$ cat src/rtl/mux8_serial_feeder.sv
// Parallel-to-serial front end for an 8:1 bit-select mux: holds each accepted
// word on mux_i and walks mux_s across every bit, LSB- or MSB-first per word.
module mux8_serial_feeder #(
  parameter int SEL_W = 3,
  parameter int CNT_W = 8
) (
  input  logic                  clk,
  input  logic                  rst_n,
  input  logic [2**SEL_W-1:0]   in_data,
  input  logic                  in_msb_first,
  input  logic                  in_valid,
  output logic                  in_ready,
  input  logic                  flush,
  output logic [2**SEL_W-1:0]   mux_i,
  output logic [SEL_W-1:0]      mux_s,
  output logic                  bit_valid,
  input  logic                  bit_ready,
  output logic                  bit_last,
  output logic [CNT_W-1:0]      words_done
);

  localparam int DATA_W = 2**SEL_W;

  typedef enum logic {
    IDLE  = 1'b0,
    SHIFT = 1'b1
  } state_t;

  state_t              state, state_n;
  logic [DATA_W-1:0]   data_q, data_n;
  logic [SEL_W-1:0]    sel_q, sel_n;
  logic                msb_q, msb_n;
  logic [CNT_W-1:0]    cnt_q, cnt_n;

  logic                in_shift;
  logic                last_bit;
  logic                word_end;
  logic                accept;
  logic [SEL_W-1:0]    last_idx;

  // Starting index for a word given its bit order.
  function automatic logic [SEL_W-1:0] first_idx(input logic msb_first);
    return msb_first ? {SEL_W{1'b1}} : {SEL_W{1'b0}};
  endfunction

  // One step toward the final index; never wraps because the word ends first.
  function automatic logic [SEL_W-1:0] step_idx(input logic [SEL_W-1:0] idx,
                                                input logic msb_first);
    return msb_first ? idx - SEL_W'(1) : idx + SEL_W'(1);
  endfunction

  assign in_shift = (state == SHIFT);
  assign last_idx = msb_q ? {SEL_W{1'b0}} : {SEL_W{1'b1}};
  assign last_bit = in_shift && (sel_q == last_idx);
  assign word_end = last_bit && bit_ready;
  assign in_ready = !flush && (!in_shift || word_end);
  assign accept   = in_valid && in_ready;

  always_comb begin
    state_n = state;
    data_n  = data_q;
    sel_n   = sel_q;
    msb_n   = msb_q;
    cnt_n   = cnt_q;
    if (flush) begin
      state_n = IDLE;
      sel_n   = '0;
    end else begin
      if (word_end) begin
        cnt_n   = cnt_q + CNT_W'(1);
        state_n = IDLE;
      end else if (in_shift && bit_ready) begin
        sel_n = step_idx(sel_q, msb_q);
      end
      // Accept overrides the IDLE return so back-to-back words have no bubble.
      if (accept) begin
        data_n  = in_data;
        msb_n   = in_msb_first;
        sel_n   = first_idx(in_msb_first);
        state_n = SHIFT;
      end
    end
  end

  always_ff @(posedge clk or negedge rst_n) begin
    if (!rst_n) begin
      state  <= IDLE;
      data_q <= '0;
      sel_q  <= '0;
      msb_q  <= 1'b0;
      cnt_q  <= '0;
    end else begin
      state  <= state_n;
      data_q <= data_n;
      sel_q  <= sel_n;
      msb_q  <= msb_n;
      cnt_q  <= cnt_n;
    end
  end

  assign mux_i      = data_q;
  assign mux_s      = sel_q;
  assign bit_valid  = in_shift;
  assign bit_last   = last_bit;
  assign words_done = cnt_q;

endmodule

$ cat config.mk
export PLATFORM = sky130hd
export DESIGN_NAME = mux8_serial_feeder
export DESIGN_NICKNAME = d
export VERILOG_FILES = /design/src/rtl/mux8_serial_feeder.sv
export SDC_FILE = /design/constraint.sdc
export NUM_CORES = 1
export LEC_CHECK = 0
export CORE_MARGIN = 4
export CORE_UTILIZATION = 40
export CTS_BUF_LIST = sky130_fd_sc_hd__clkbuf_8
export CTS_CLUSTER_DIAMETER = 30
export CTS_CLUSTER_SIZE = 20
export DETAILED_ROUTE_END_ITERATION = 6
export PLACE_DENSITY = 0.72
export SLEW_MARGIN = 15
export SYNTH_ARGS = -nofsm -noshare
export SYNTH_HDL_FRONTEND = slang
export SYNTH_SLANG_ARGS = --single-unit
export TNS_END_PERCENT = 1
$ cat constraint.sdc
create_clock -name clk -period 2.15 [get_ports clk]
set_input_delay 0.43 -clock clk [delete_from_list [all_inputs] [get_ports clk]]
set_output_delay 0.43 -clock clk [all_outputs]
set_load 0.05 [all_outputs]
==> qor.yml <==
gp_congestion: 0.785
powerDensity_nw_per_um2: 989
p_int_mw: 0.929
p_leak_nw: 0.689
num_vias: 828
multi_input_comb_area_sq_um: 538
htreeDepth: 1
clockBufferDepth: 2
drc_errors: 0
worst_ep_required_time_ns: 1.72
vias_per_cell: 5.18
syn_inst: 82
fmaxAchievable_ghz: 0.484
cts_tree: "done"
synth_common_cells: "21 x dfrtp_1, 9 x mux2_1, 7 x xnor2_1, 6 x nand2_1"
die_h_um: 59.7
ir_worst_vdd_v: 0.000801
fin_crit_ns: 2.07
rsz0062_at_grt: "false"
synth_ff_type: "dfrtp_1"
grt_first_pass_wirelength_mm: 3.75
hold_path.class: "reg -> reg"
synth_nets: 99
rows: 18
synth_mux_area_share_pct: 9.48
nets: 148
synthMostInstantiatedCell: "dfrtp_1"
critPathArrivalTime_ns: 1.64
fillers: 208
swShare_pct: 41.5
syn_area_sq_um: 1070
avgRoutedWirePerCell_um: 14.1
yosys_warnings: 0
yosys.area.top_type: "dfrtp_1"
synthAdderAreaFrac_pct: 4.22
antenna_cells: 0
holdWs_ns: 0.472
firstDrtPassIters: 4
hpwl_mm: 1.72
dieWidth_um: 59.7
placedInstanceArea_sq_um: 1540
tightest_slew_ns: 0.503
ys_types: 32
track_usage_pct: 13.9
status: "finished, final reports clean"
synthXorXnorAreaFrac_pct: 7.38
cts_buffers: 3
dp.cells: 153
synth_simple_gate_area_share_pct: 16.7
grt_antenna_before_repair: 0
synth_top_family_by_area: "simple AND/OR/NAND/NOR gates"
critPathMaxFanout: 2
grt_overflow_total: 0
antenna_left: 0
instances_no_fill: 160
drtIter0Drc: 16
layout-drive-gt1-share_pct: 23.8
regArea_sq_um: 527
grt_max_degree: 22
clock-sinks: 21
synth-edff-count: 0
synth_top_area_share_pct: 49.2
ioPinCount: 36
core_sq_um: 2520
synthTopCellsByArea: "dfrtp_1 49%, mux2_1 9.5%, xnor2_1 5.7%, nand4bb_4 2.6%, ha_1 2.3%"
skew_ns: 0.00374
area_growth_pct: 50.2
slew_headroom_pct: 66.3
routed_wirelength_mm: 2.26
startpoint_type: "flop"
max_cap_viol_count: 0
power_frac_seq_pct: 34.4
grt_pass1_vias: 871
design_area_sq_um: 1610
p_sw_mw: 0.659
syn-mean-instance-area_sq_um: 13.0
synthArstFlopShare_pct: 100
io_buffers: 35
pwr-share-comb_pct: 49.5
synth_compound_area_share_pct: 10.7
worstSkewPairLatency_ns: 0.26
hold_viol_final: 0
cp-end-kind: "output port"
post-route-period-util_pct: 96.1
fin_tns_setup_ns: 0
finalSetupViolCount: 0
pwr-share-clk_pct: 16.1
clkTransAtPathRegs_ns: 0.08
synth-seq-cells: 21
die_area_sq_um: 3560
root_buffer: "clkbuf_8"
initial_utilization_pct: 42.4
crit_type: "reg -> out"
slew_viol_final: 0
yosysSeqAreaShare_pct: 49.2
[critical path, stage by stage (launching register included)]
cell and delay (ns):
dfrtp_2 0.43, ha_4 0.30, nand4b_4 0.11, nand2_2 0.10, buf_4 0.12, and2_1 0.17
buf_12 0.14
[power by group through the flow]
stage,logic [mW],registers (mW),clock network [mW]
6_report,0.786,0.546,0.255
5_1_grt,0.825,0.561,0.283
4_1_cts,0.795,0.549,0.269
3_5_place_dp,0.759,0.560,0
3_3_place_gp,0.748,0.556,0
2_1_floorplan,0.232,0.821,0
[final timing paths]
path,from,depth (start not counted),end,slack (ns)
worst min-delay path,words_done[7]$_DFFE_PN0P_,1,words_done[7]$_DFFE_PN0P_,0.47
min in group asynchronous,rst_n,2,mux_i[1]$_DFFE_PN0P_,0.51
worst max-delay path,mux_s[1]$_DFFE_PN0P_,6,bit_last,0.08
worst min register to register,words_done[7]$_DFFE_PN0P_,1,words_done[7]$_DFFE_PN0P_,0.47
max in group asynchronous,rst_n,2,mux_s[1]$_DFFE_PN0P_,1.42
worst max register to register,msb_q$_DFFE_PN0P_,7,mux_i[2]$_DFFE_PN0P_,0.26
[timing repair]
item / 4_1_cts / 5_1_grt
setup buffers: 4 / 0
hold buffers: 0 / 0
resized for setup: 1 / 1
pin swaps: 2 / 2
endpoints found under the setup margin: 1 / 1
[metal layers]
metal / part of all wire [%] / vias up / track usage (%)
met3: 7.4 / 5 / 3.67
met1: 39 / 401 / 15.2
met4: 1.2 / 0 / 5.38
met2: 53 / 32 / 25.2
met5: 0 / - / 0
li1: - / 390 / -
[cells in the final DEF, fill, tap and decap left out, drive strengths merged, types with 2 or more instances in the layout]
cell type,netlist,final
xor2,2,2
a21oi,4,4
mux2,9,9
clkdlybuf4s50,0,33
clkbuf,1,3
xnor2,7,7
nand3,2,2
nand4,3,3
dfrtp,21,21
ha,2,2
nor2,4,4
and2,2,2
nand2,7,7
buf,1,13
o31ai,2,2
[through the flow]
stage	utilization, %	setup WS [ns]	total power [mW]
CTS	63.9	0.0377	1.61
global route	63.6	0.0146	1.67
global placement	60.9	0.192	1.30
finish	63.6	0.0834	1.59
floorplan	-	0.00138	1.05
detailed placement	60.9	0.107	1.32
[state kept, by name, summed over array words and instances (netlist names)]
register and count:
mux_s 3, bit_valid 1, mux_i 8, msb_q 1
words_done 8
[kinds of logic after synthesis]
logic type | after synthesis
buffers and inverters | 3
AO/OA/AOI/OAI | 13
flip-flops | 21
XOR/XNOR | 9
AND/OR/NAND/NOR | 24
adder cells (fa/ha/maj) | 3
multiplexers | 9
[layout make-up]
class,count,area share [%]
tap,30,2.34
timing repair buffer,46,28.2
clock inverter,1,0.312
inverter,1,0.234
sequential,21,32.8
multi-input combinational,58,33.5
clock buffer,3,2.57
Power figures use the tool's default switching activity.
